--- src/rtl/cs8_axis_packer_pkg.sv ---
// Shared widths, word types and pair-state encoding for the cs8 AXI4-Stream packer.
package cs8_pkg;

  localparam int CS8_W  = 8;
  localparam int IQ_W   = 16;
  localparam int BEAT_W = 32;

  typedef logic [IQ_W-1:0]   iq_word_t;
  typedef logic [BEAT_W-1:0] beat_t;

  typedef enum logic {
    PAIR_EVEN,
    PAIR_ODD
  } pair_state_t;

endpackage

--- src/rtl/cs8_axis_packer_if.sv ---
// Sample input and AXI4-Stream output bundle of the cs8 packer.
// The packer uses the master modport; the sample source / sink side uses slave.
interface cs8_axis_packer_if;
  import cs8_pkg::*;

  logic     in_valid;
  iq_word_t in_data;
  beat_t    m_axis_tdata;
  logic     m_axis_tvalid;
  logic     m_axis_tready;
  logic     m_axis_tlast;

  modport master (
    input  in_valid,
    input  in_data,
    input  m_axis_tready,
    output m_axis_tdata,
    output m_axis_tvalid,
    output m_axis_tlast
  );

  modport slave (
    output in_valid,
    output in_data,
    output m_axis_tready,
    input  m_axis_tdata,
    input  m_axis_tvalid,
    input  m_axis_tlast
  );

endinterface

--- src/rtl/cs8_sync_fifo.sv ---
// Show-ahead synchronous FIFO. Pointers carry one wrap bit so full/empty
// come from an MSB compare; rdata reads 0 while empty.
module cs8_sync_fifo #(
  parameter int WIDTH = 32,
  parameter int DEPTH = 8
) (
  input  logic                     clk,
  input  logic                     rst,
  input  logic                     push,
  input  logic                     pop,
  input  logic [WIDTH-1:0]         wdata,
  output logic [WIDTH-1:0]         rdata,
  output logic                     full,
  output logic                     empty,
  output logic [$clog2(DEPTH):0]   level
);
  localparam int AW = $clog2(DEPTH);
  localparam int PW = AW + 1;

  logic [WIDTH-1:0] mem [DEPTH];
  logic [PW-1:0]    wr_ptr, rd_ptr;
  logic             do_push, do_pop;

  assign empty   = (wr_ptr == rd_ptr);
  assign full    = (wr_ptr[AW] != rd_ptr[AW]) && (wr_ptr[AW-1:0] == rd_ptr[AW-1:0]);
  assign do_pop  = pop & ~empty;
  // A full FIFO still accepts a write when the head leaves on the same edge.
  assign do_push = push & (~full | do_pop);
  assign rdata   = empty ? '0 : mem[rd_ptr[AW-1:0]];
  assign level   = wr_ptr - rd_ptr;

  // pointer advance on accepted push / pop
  always_ff @(posedge clk or posedge rst) begin
    if (rst) begin
      wr_ptr <= '0;
      rd_ptr <= '0;
    end else begin
      if (do_push) wr_ptr <= wr_ptr + PW'(1);
      if (do_pop)  rd_ptr <= rd_ptr + PW'(1);
    end
  end

  // storage write; contents need no reset since rdata is gated by empty
  always_ff @(posedge clk) begin
    if (do_push) mem[wr_ptr[AW-1:0]] <= wdata;
  end

endmodule

--- src/rtl/cs8_axis_packer.sv ---
// Packs pairs of cs8 IQ words into 32-bit AXI4-Stream beats with fixed-length
// tlast framing. The sample side cannot be stalled: beats arriving at a full
// FIFO are dropped and flagged on the sticky overflow output.
// Build option CS8_AXIS_PACKER_DROP_CNT_EN adds a saturating drop_count port.
//
// state     | meaning
// PAIR_EVEN | waiting for the first sample of a pair
// PAIR_ODD  | first sample held; next sample completes the beat
module cs8_axis_packer
  import cs8_pkg::*;
#(
  parameter int FIFO_DEPTH = 8,
  parameter int PKT_LEN    = 1024
) (
  input  logic                          clk,
  input  logic                          rst,
  input  logic                          enable,
  cs8_axis_packer_if.master             bus,
  output logic                          overflow,
  input  logic                          overflow_clr,
  output logic [$clog2(FIFO_DEPTH):0]   fifo_level
`ifdef CS8_AXIS_PACKER_DROP_CNT_EN
  , output logic [31:0]                 drop_count
`endif
);
  localparam int               CNT_W     = (PKT_LEN > 1) ? $clog2(PKT_LEN) : 1;
  localparam logic [CNT_W-1:0] LAST_BEAT = CNT_W'(PKT_LEN - 1);

  pair_state_t      state_q, state_d;
  iq_word_t         hold_q;
  logic             hold_en, push, pop, drop, full, empty;
  beat_t            push_data;
  logic [CNT_W-1:0] beat_cnt;

  assign push_data         = {bus.in_data, hold_q};
  assign pop               = ~empty & bus.m_axis_tready;
  assign drop              = push & full & ~pop;
  assign bus.m_axis_tvalid = ~empty;
  assign bus.m_axis_tlast  = ~empty & (beat_cnt == LAST_BEAT);

  // pair state register and first-sample hold
  always_ff @(posedge clk or posedge rst) begin
    if (rst) begin
      state_q <= PAIR_EVEN;
      hold_q  <= '0;
    end else begin
      state_q <= state_d;
      if (hold_en) hold_q <= bus.in_data;
    end
  end

  // pair next-state: disabling capture discards any half-built pair
  always_comb begin
    state_d = state_q;
    hold_en = 1'b0;
    push    = 1'b0;
    if (!enable) begin
      state_d = PAIR_EVEN;
    end else if (bus.in_valid) begin
      case (state_q)
        PAIR_EVEN: begin
          hold_en = 1'b1;
          state_d = PAIR_ODD;
        end
        PAIR_ODD: begin
          push    = 1'b1;
          state_d = PAIR_EVEN;
        end
        default: state_d = PAIR_EVEN;
      endcase
    end
  end

  // beat counter counts delivered beats only, so dropped beats never shorten a packet
  always_ff @(posedge clk or posedge rst) begin
    if (rst)      beat_cnt <= '0;
    else if (pop) beat_cnt <= (beat_cnt == LAST_BEAT) ? '0 : beat_cnt + CNT_W'(1);
  end

  // sticky overflow; a new drop beats a simultaneous clear
  always_ff @(posedge clk or posedge rst) begin
    if (rst)               overflow <= 1'b0;
    else if (drop)         overflow <= 1'b1;
    else if (overflow_clr) overflow <= 1'b0;
  end

`ifdef CS8_AXIS_PACKER_DROP_CNT_EN
  // saturating drop counter; clear and drop together leave a count of one
  always_ff @(posedge clk or posedge rst) begin
    if (rst)                               drop_count <= '0;
    else if (overflow_clr)                 drop_count <= drop ? 32'd1 : 32'd0;
    else if (drop && (drop_count != '1))   drop_count <= drop_count + 32'd1;
  end
`endif

  cs8_sync_fifo #(
    .WIDTH (BEAT_W),
    .DEPTH (FIFO_DEPTH)
  ) u_fifo (
    .clk   (clk),
    .rst   (rst),
    .push  (push),
    .pop   (pop),
    .wdata (push_data),
    .rdata (bus.m_axis_tdata),
    .full  (full),
    .empty (empty),
    .level (fifo_level)
  );

endmodule

--- src/flat_wrapper.sv ---
// flat-port wrapper written by rule: the top's interface ports become plain ports
module cs8_axis_packer_flat import cs8_pkg::*;
#(
  parameter int FIFO_DEPTH = 8,
  parameter int PKT_LEN    = 1024
)
  (clk, rst, enable, overflow, overflow_clr, fifo_level, bus_in_valid, bus_in_data, bus_m_axis_tready, bus_m_axis_tdata, bus_m_axis_tvalid, bus_m_axis_tlast);
  cs8_axis_packer_if bus_i ();
  input  logic clk;
  input  logic rst;
  input  logic enable;
  output logic overflow;
  input  logic overflow_clr;
  output logic [$clog2(FIFO_DEPTH):0] fifo_level;
  input wire logic [$bits(bus_i.in_valid)-1:0] bus_in_valid;
  input wire logic [$bits(bus_i.in_data)-1:0] bus_in_data;
  input wire logic [$bits(bus_i.m_axis_tready)-1:0] bus_m_axis_tready;
  output wire logic [$bits(bus_i.m_axis_tdata)-1:0] bus_m_axis_tdata;
  output wire logic [$bits(bus_i.m_axis_tvalid)-1:0] bus_m_axis_tvalid;
  output wire logic [$bits(bus_i.m_axis_tlast)-1:0] bus_m_axis_tlast;
  assign bus_i.in_valid = bus_in_valid;
  assign bus_i.in_data = bus_in_data;
  assign bus_i.m_axis_tready = bus_m_axis_tready;
  assign bus_m_axis_tdata = bus_i.m_axis_tdata;
  assign bus_m_axis_tvalid = bus_i.m_axis_tvalid;
  assign bus_m_axis_tlast = bus_i.m_axis_tlast;
  cs8_axis_packer #(.FIFO_DEPTH(FIFO_DEPTH), .PKT_LEN(PKT_LEN)) u_core (.clk(clk), .rst(rst), .enable(enable), .bus(bus_i), .overflow(overflow), .overflow_clr(overflow_clr), .fifo_level(fifo_level));
endmodule
--- config.mk ---
export PLATFORM = sky130hd
export DESIGN_NAME = cs8_axis_packer_flat
export DESIGN_NICKNAME = d
export VERILOG_FILES = /design/src/rtl/cs8_axis_packer_pkg.sv /design/src/rtl/cs8_axis_packer_if.sv /design/src/rtl/cs8_sync_fifo.sv /design/src/rtl/cs8_axis_packer.sv /design/src/flat_wrapper.sv
export SDC_FILE = /design/constraint.sdc
export NUM_CORES = 1
export LEC_CHECK = 0
export CAP_MARGIN = 5
export CORE_MARGIN = 8
export CORE_UTILIZATION = 45
export CTS_CLUSTER_SIZE = 30
export DETAILED_ROUTE_END_ITERATION = 16
export HOLD_SLACK_MARGIN = 0.08
export PLACE_DENSITY_LB_ADDON = 0.2
export SLEW_MARGIN = 10
export SYNTH_ARGS = -nofsm -noshare
export SYNTH_HDL_FRONTEND = slang
export SYNTH_SLANG_ARGS = --single-unit
--- constraint.sdc ---
create_clock -name clk -period 6.9 [get_ports clk]
set_input_delay 0.69 -clock clk [delete_from_list [all_inputs] [get_ports clk]]
set_output_delay 0.69 -clock clk [all_outputs]
set_load 0.02 [all_outputs]
Word-level counts from Yosys, hierarchy flattened
Memory sizes are Yosys's and may differ from the RTL's.
Cells that the tools add are included.
{"block": "totals", "mem_bits_rw": 256, "register_bits": 36, "n_memories": 1, "input_bits": 22}
{"memory": "u_core.u_fifo.mem", "words": 8, "width": 32, "read_ports": 1, "rd_clocked_by_memory_dff": 0, "write_ports": 1, "line_no": "cs8_sync_fifo.sv:20", "source": "logic [WIDTH-1:0] mem [DEPTH];"}
{"block": "classes", "addsub": 4, "mux": 15, "reduce_logical": 2, "n_eq_ne": 5, "n_bitwise": 11}
{"op": "$mux 32", "count": 1}
{"op": "$mux 1", "count": 12}
{"op": "$add 10x1->10 const B", "count": 1}
{"op": "$eq 10x10->1 const B", "count": 1}
{"op": "$mux 10", "count": 1}
{"op": "$add 4x1->4 const B", "count": 2}
{"op": "$and 1x1->1", "count": 6}
{"op": "$eq 4x4->1", "count": 1}
{"op": "$not 1->1", "count": 4}
{"op": "$sub 4x4->4", "count": 1}
{"op": "$eq 3x3->1", "count": 1}
{"op": "$ne 2x1->1 const B", "count": 1}
{"op": "$pmux 1 s2", "count": 1}
{"op": "$reduce_bool 2->1", "count": 1}
{"op": "$logic_and 1x1->1", "count": 1}
{"op": "$ne 1x1->1", "count": 1}
{"op": "$or 1x1->1", "count": 1}

Depth between registers and ports, before layout
{"block": "depth", "ltp_word": 8, "mapped_depth": 9, "ltp_nobuf": 6}

By module
From an unflattened synthesis, not the netlist that was laid out.
{"block": "unflattened", "cells_unflattened": 531, "hier_area_um2": 11398.4}
{"module": "cs8_sync_fifo", "instances": 1, "cells_each": 434, "area_each_um2": 10184.8, "seq_area_each_um2": 7887.6}
{"module": "cs8_axis_packer", "instances": 1, "cells_each": 97, "area_each_um2": 1213.7, "seq_area_each_um2": 700.7}

Worst setup path after synthesis
OpenSTA, ideal clock, no wires.
{"block": "synth_path", "path_type": "reg-to-reg", "startpoint": "register u_core.u_fifo.rd_ptr[2]", "endpoint": "memory u_core.u_fifo.mem[0][0] (enable)", "period_less_slack_ns": 5.131, "setup_ns": 0.502, "n_path_buf": 2, "path_slack_ns": 1.769, "arrival_ns": 4.630, "path_stages_with_launch": 8, "cell_sequence": "dfrtp_1 -> clkbuf_1 -> inv_1 -> buf_1 -> ha_1 -> nand3_1 -> o31ai_4 -> nor4_1"}
{"block": "synth_between", "elab_chain_cells": 8}
{"element": "from (decl)", "line_no": "cs8_sync_fifo.sv:21", "source": "logic [PW-1:0] wr_ptr, rd_ptr;"}
{"element": "from (signal assigned)", "line_no": "cs8_sync_fifo.sv:39", "source": "if (do_pop) rd_ptr <= rd_ptr + PW'(1);"}
{"element": "$eq 4x4->1", "line_no": "cs8_sync_fifo.sv:24", "source": "assign empty = (wr_ptr == rd_ptr);"}
{"element": "$not 1->1", "line_no": "cs8_sync_fifo.sv:26, cs8_axis_packer.sv:36"}
{"element": "$and 1x1->1", "line_no": "cs8_axis_packer.sv:36", "source": "assign pop = ~empty & bus.m_axis_tready;"}
{"element": "$and 1x1->1", "line_no": "cs8_sync_fifo.sv:26", "source": "assign do_pop = pop & ~empty;"}
{"element": "$or 1x1->1 (*)", "line_no": "cs8_sync_fifo.sv:28", "source": "assign do_push = push & (~full | do_pop);"}
{"element": "$and 1x1->1 (*)", "line_no": "cs8_sync_fifo.sv:28"}
{"element": "$mux 1 (*)", "line_no": "cs8_sync_fifo.sv:45", "source": "if (do_push) mem[wr_ptr[AW-1:0]] <= wdata;"}
{"element": "$mux 1 (not written as such) (*)", "line_no": "cs8_sync_fifo.sv:45"}
{"element": "to (decl)", "line_no": "cs8_sync_fifo.sv:20"}
Mark *: on every way between the ends. The rest lies on a longest branch, timed or not.

Worst setup path after layout
{"block": "layout_path", "startpoint": "register u_core.u_fifo.rd_ptr[0]", "endpoint": "output port bus_m_axis_tdata[30]"}
{"block": "layout_between", "elab_chain_cells": 2}
{"element": "$mem_v2 8x32 or $eq 4x4->1 (tied branches)"}
{"element": "$mux 32 (*)", "line_no": "cs8_sync_fifo.sv:29", "source": "assign rdata = empty ? '0 : mem[rd_ptr[AW-1:0]];"}
{"element": "to (decl)", "line_no": "flat_wrapper.sv:18", "source": "output wire logic [$bits(bus_i.m_axis_tdata)-1:0] bus_m_axis_tdata;"}
Marks and branches as above.

==> impl_metrics.csv <==
group,metric,value,unit
outcome,status,"finished, final reports clean",
yosys,synth.ff_latch_count,292,
final_layout,syn_to_final_growth,17.5,%
yosys,post_synth_num_cell_types,41,
clocking,cts_max_level,1,
yosys,synth_edf_count,256,
setup_path,crit_path_cell_trace,"ha_1, nand3_1, nor2_4, buf_4, a21oi_1, clkdlybuf4s50_1",
detailed_routing,drc_errors,0,
yosys,ys_seq_area_frac,0.750,
place,port_buffers,60,
power,finalPower,5.73,mW
setup_path,critPathKind,"flop to output port",
yosys,async_flop_share,0.123,
global_route,busiest_layer,"met2",
sta,clock.fmax,236,MHz
final_layout,diodes,0,
floorplan,die-area,30800,µm²
global_route,grt_pass1_wl,36500,µm
yosys,synth_ff_type,"edfxtp_1",
min_path,hp-class,"flop to flop",
clocking,cts_buffers,30,
final_layout,drive_above_1_share,0.222,
setup_path,cp-start-kind,"flop",
yosys,syn-cell-area,11400,µm²
sta,rsz0062_at_grt,"false",
clocking,post-cts-setup-buffer-count,0,
clocking,hold_buffers,0,
sta,finalHoldViolCount,0,
flow_run,cap_violations,0,
global_route,grt-ovfl-total,0,
place,placed_area,12500,µm²
floorplan,io_pins,61,
clocking,cts_tree,"done",
setup_path,rrSetupSlack,3.57,ns
detailed_routing,drtPass1Iterations,4,
sta,finalMaxSlewViolations,0,
setup_path,critPathSlowestCell,"dfrtp_4",
place,place_congestion,0.736,
min_path,hold_start,"u_core.beat_cnt[6]",
final_layout,nNetsFinal,700,
yosys,synth_cells,590,
floorplan,row_count,58,
floorplan,die_h,175,µm
sta,worstMarginPinSlew,1.02,ns
setup_path,cp-end-kind,"output port",
detailed_routing,detail-route-antenna-nets,0,
clocking,clk_latency,0.54,ns
sta,holdWs,0.468,ns
clocking,cts.repair.resized,0,
floorplan,core-area,25100,µm²
floorplan,initial_utilization,0.456,
place,dpl.hpwl,12300,µm
clocking,clock-sinks,292,
floorplan,die_w,175,µm
clocking,ctsLongestPathBuffers,3,
sta,timing.final.crit_share,0.614,
final_layout,fill_cells,2048,
global_route,grtUsageMet3,0.0247,
setup_path,cpPeakStageDelay,0.72,ns
yosys,synth_fp_nets,619,
setup_path,r2r_end,"u_core.u_fifo.mem[2][12]",
detailed_routing,drtIter0Drc,391,
sta,setup_viol,0,
setup_path,reg2reg_from,"u_core.u_fifo.rd_ptr[0]",
final_layout,fin_area,13500,µm²
global_route,met2_usage,0.254,
setup_path,rr_worst_depth,5,
detailed_routing,routed_via_density,5.54,
yosys,yosysWarningCount,0,
sta,maxSlewHeadroom,0.319,
setup_path,cp-startpoint,"u_core.u_fifo.rd_ptr[0]",
yosys,yosysTopAreaCell,"edfxtp_1",
power,leakage,4.50,nW
setup_path,required,6.21,ns
detailed_routing,routedWlPerCell,22.7,µm
global_route,grt_max_degree,68,
sta,tns,0,ns
yosys,synth_area_per_cell,19.4,µm²
detailed_routing,dr_total_vias,5677,
power,vdd_drop_max,0.576,mV
power,pwr_density_cell,426,nW/µm²
clocking,clk_pin_slew,0.06,ns
global_route,use_met1,0.215,
clocking,cts_root_buffer,"clkbuf_16",
global_route,globalRouteTotalUtil,0.154,
sta,fin_crit,4.24,ns
detailed_routing,totalWireLength,23300,µm
sta,skew,0.0148,ns
setup_path,crit_end,"bus_m_axis_tdata[30]",
global_route,grt_pass1_vias,6049,
yosys,synthTopCellsByArea,"edfxtp_1 (67%), mux4_2 (13%), dfrtp_1 (7.9%)",
yosys,yosysTopAreaCellShare,0.672,
global_route,antenna_found_initial,0,
setup_path,crit_arrival,3.55,ns
setup_path,crit_fanout,31,
## per-stage QoR
| step | util | setup WS [ns] | instances |
|---|---|---|---|
| 3_5_place_dp | 0.497 | 3.14 | 969 |
| 4_1_cts | 0.536 | 2.57 | 1025 |
| 3_3_place_gp | 0.497 | 3.15 | 969 |
| 6_report | 0.536 | 2.66 | 1025 |
| 5_1_grt | 0.536 | 2.42 | 1025 |
| 2_1_floorplan | - | 1.77 | 590 |
## critical path: cells and delay by family (launching register included)
| family | cells | cell delay (ns) |
|---|---|---|
| AO/OA/AOI/OAI | 1 | 0.15 |
| adder cells (fa/ha/maj) | 1 | 0.43 |
| buffers and inverters | 2 | 1.03 |
| flip-flops | 1 | 0.72 |
| AND/OR/NAND/NOR | 2 | 0.66 |
## how the worst min path moves through the flow
stage                               to  slack, ns  cells past startpoint
floorplan           u_core.beat_cnt[6]       0.43                      1
global placement    u_core.beat_cnt[6]       0.46                      1
detailed placement  u_core.beat_cnt[6]       0.46                      1
CTS                 u_core.beat_cnt[6]       0.47                      1
global route        u_core.beat_cnt[6]       0.51                      1
finish              u_core.beat_cnt[6]       0.47                      1
## cell usage after synthesis (6+ instances only)
cell        n
mux2_2      7
nand3_1     6
ha_1        6
inv_1      12
edfxtp_1  256
mux4_2     64
nand2_1    71
clkbuf_1    7
xnor2_1     8
xor2_1      6
nor2_1      7
dfrtp_1    36
buf_2       9
a21oi_1    36
mux2_1     11
## state kept, by name, indices dropped and copies added (netlist names)
register / flops
u_core.hold_q: 16
u_core.u_fifo.mem: 256
u_core.state_q: 1
u_core.beat_cnt: 10
u_core.u_fifo.wr_ptr: 4
u_core.u_fifo.rd_ptr: 4
u_core.overflow: 1
## report_power, final
group,total (mW),internal (mW),switching [mW]
logic,1.95,0.912,1.04
clock network,1.56,0.929,0.628
registers,2.22,2.06,0.161
## logic make-up (layout without fill, tap and decap cells)
| logic type | after synthesis | count (layout) | synth area share |
|---|---|---|---|
| DFF | 292 | 292 | 0.750 |
| and+or+nand+nor | 105 | 105 | 0.0402 |
| muxes | 82 | 82 | 0.144 |
| AOI/OAI and AO/OA | 50 | 50 | 0.0278 |
| buffers and inverters | 39 | 144 | 0.0174 |
| xor gates and xnor gates | 15 | 15 | 0.0121 |
| adders and majority gates | 7 | 7 | 0.00831 |
## metal layers
metal  vias up  wire length, µm
met1      3008            10600
li1       2503                -
met5         -                0
met2       135            11200
met3        31             1150
met4         0              352
## layout by cell type, fill, tap and decap left out, types with 3 or more instances in the layout
cell	Yosys	layout
a21oi_1	36	36
and3_1	5	5
buf_4	1	15
clkbuf_1	7	8
clkbuf_16	0	31
clkbuf_8	0	3
clkdlybuf4s50_1	0	60
clkinv_2	0	11
dfrtp_1	36	34
edfxtp_1	256	256
ha_1	6	6
inv_1	12	12
mux2_1	11	11
mux2_2	7	7
mux4_2	64	64
nand2_1	71	71
nand3_1	6	6
nand4_1	3	3
nor2_1	7	3
nor2_4	0	4
nor3_2	2	6
o21ai_1	3	3
xnor2_1	8	8
xor2_1	6	6
## area by class of cell
| type | instances | area (µm²) | area share |
|---|---|---|---|
| clock buffers | 42 | 847 | 0.0630 |
| clock inverters | 14 | 124 | 0.00921 |
| inverters | 13 | 48.8 | 0.00363 |
| multi-input cells | 259 | 2710 | 0.202 |
| flip-flops and latches | 292 | 8590 | 0.639 |
| well taps | 330 | 413 | 0.0307 |
| repair buffers | 75 | 713 | 0.0530 |
(Power assumes the default switching activity.)
==> RTL change: new RTL, same flow settings <==
Put a register stage on the output `fifo_level`, without a reset. The value now appears one clock later. The other outputs are not delayed to match.
--- a/src/rtl/cs8_axis_packer.sv
+++ b/src/rtl/cs8_axis_packer.sv
@@ -27,2 +27,4 @@
   localparam logic [CNT_W-1:0] LAST_BEAT = CNT_W'(PKT_LEN - 1);
+
+  logic [$clog2(FIFO_DEPTH):0] fifo_level_d;
 
@@ -107,4 +109,8 @@
     .empty (empty),
-    .level (fifo_level)
+    .level (fifo_level_d)
   );
+
+  always_ff @(posedge clk) begin
+    fifo_level <= fifo_level_d;
+  end
 
Check against the original RTL: not equivalent (a bounded check fails within 4 cycles, from zero or initial values and one cycle with rst high).
==> RTL change against the original RTL <==
- utilization is 0.43 points higher
- critical path depth up 1
- total power is 0.46% higher
- sequential cell count is 4 higher
- wire length increased by 2.7%
- synthesized area increased by 0.46%
- worst setup slack got worse by 0.30 ns
- cell area grew 0.80%
- critical endpoint is now bus_m_axis_tdata[0]
- largest power group unchanged
==> RTL change: results (changes against the original RTL) <==
INFO  metric status = finished, final reports clean
INFO  metric holdWs = 0.499 ns (+0.0314 ns)
INFO  metric number_of_global_route_vias_before_repair = 6294 (+4.1%)
INFO  metric dp.final_hpwl = 13.0 mm (+5.5%)
INFO  metric grt_use_total = 0.156 (+0.00210)
INFO  metric grt_first_pass_wirelength = 37.1 mm (+1.6%)
INFO  metric setup.reg_to_reg.worst_slack = 3.33 ns (-0.24 ns)
INFO  metric path_delay_family = simple AND/OR/NAND/NOR gates
INFO  metric synth_common_cells = edfxtp_1 (256), nand2_1 (77), mux4_2 (64)
INFO  metric critPathLaunch = u_core.u_fifo.rd_ptr[2]$_DFFE_PP0P_
INFO  metric timing.max_slew.rel_slack = 0.209 (-0.110)
INFO  metric critical_path.reg2reg.endpoint = u_core.u_fifo.mem[0][26]$_DFFE_PP_
INFO  metric syn_nets = 627 (+1.3%)
INFO  metric skew = 0.00627 ns (-0.00855 ns)
INFO  metric critical-path-max-stage-delay = 0.93 ns (+0.21 ns)
INFO  metric drive_above_1_share = 0.217 (-0.00506)
INFO  metric initialDrtViolationCount = 341 (-13%)
INFO  metric p_int = 3960 uW (+1.6%)
INFO  metric fin_util = 0.540 (+0.00428)
INFO  metric worst_path_max_delay_cell = nor2_4
INFO  metric routed_wl = 23.9 mm (+2.7%)
INFO  metric synth.yosys.seq_area_share = 0.754 (+0.00353)
INFO  metric final_net_count = 707 (+1.0%)
INFO  metric setup.worst_path.end = bus_m_axis_tdata[0]
INFO  metric critical_path_peak_fanout = 35 (+13%)
INFO  metric filler_cells_inserted = 2033 (-0.73%)
INFO  metric post_synth_num_cell_types = 42 (+2.4%)
INFO  metric ys_async_sr_fraction = 0.122 (-0.00167)
## RTL change: cell type report
type	count	share of cell area
clock buffers	42	0.0625
clock inverters	14	0.0122
inverters	13	0.00360
multi-input cells	264	0.200
flip-flops and latches	296	0.640
well taps	330	0.0305
repair buffers	73	0.0515
## RTL change: kinds of logic (layout without fill, tap and decap cells)
kind of cell / count (synthesis) / in the layout / synth area share
muxes: 81 / 81 / 0.142
AOI/OAI and AO/OA: 51 / 51 / 0.0281
xor gates and xnor gates: 15 / 15 / 0.0121
DFF: 296 / 296 / 0.754
and+or+nand+nor: 110 / 110 / 0.0407
adders and majority gates: 7 / 7 / 0.00827
buffers and inverters: 38 / 142 / 0.0148
## RTL change: how the worst min path moves through the flow
stage / startpoint / to / cells past startpoint
after floorplan: u_core.beat_cnt[8]$_DFFE_PP0P_ / u_core.beat_cnt[8]$_DFFE_PP0P_ / 1
after global placement: u_core.beat_cnt[8]$_DFFE_PP0P_ / u_core.beat_cnt[8]$_DFFE_PP0P_ / 1
after detailed placement: u_core.beat_cnt[8]$_DFFE_PP0P_ / u_core.beat_cnt[8]$_DFFE_PP0P_ / 1
after CTS: u_core.beat_cnt[8]$_DFFE_PP0P_ / u_core.beat_cnt[8]$_DFFE_PP0P_ / 1
after global routing: u_core.beat_cnt[4]$_DFFE_PP0P_ / u_core.beat_cnt[4]$_DFFE_PP0P_ / 1
final: u_core.beat_cnt[8]$_DFFE_PP0P_ / u_core.beat_cnt[8]$_DFFE_PP0P_ / 1
## RTL change: metrics by stage
step,worst slack (ns),cells
2_1_floorplan,1.70,598
3_3_place_gp,2.95,976
3_5_place_dp,2.83,976
4_1_cts,2.26,1032
5_1_grt,2.10,1032
6_report,2.36,1032
## RTL change: worst reg2reg max path: cells and delay by family, from the launching register on
kind / cells / cell delay [ns]
AND/OR/NAND/NOR: 2 / 1.18
AO/OA/AOI/OAI: 1 / 0.16
adder cells (fa/ha/maj): 1 / 0.40
buffers and inverters: 1 / 0.57
flip-flops: 1 / 0.89
## RTL change: power groups by stage
stage | sequential [uW] | clock, uW | combinational, uW
6_report | 2270 | 1630 | 1860
5_1_grt | 2290 | 1730 | 2010
4_1_cts | 2270 | 1660 | 1900
3_5_place_dp | 2310 | 0 | 1890
3_3_place_gp | 2300 | 0 | 1870
2_1_floorplan | 2230 | 0 | 1240
## RTL change: routing by layer
layer | GRT usage | up-vias | share of wire
met3 | 0.0256 | 20 | 0.051
met1 | 0.204 | 3056 | 0.43
met2 | 0.273 | 152 | 0.51
met5 | 0 | - | 0
li1 | - | 2520 | -
met4 | 0.0332 | 0 | 0.012
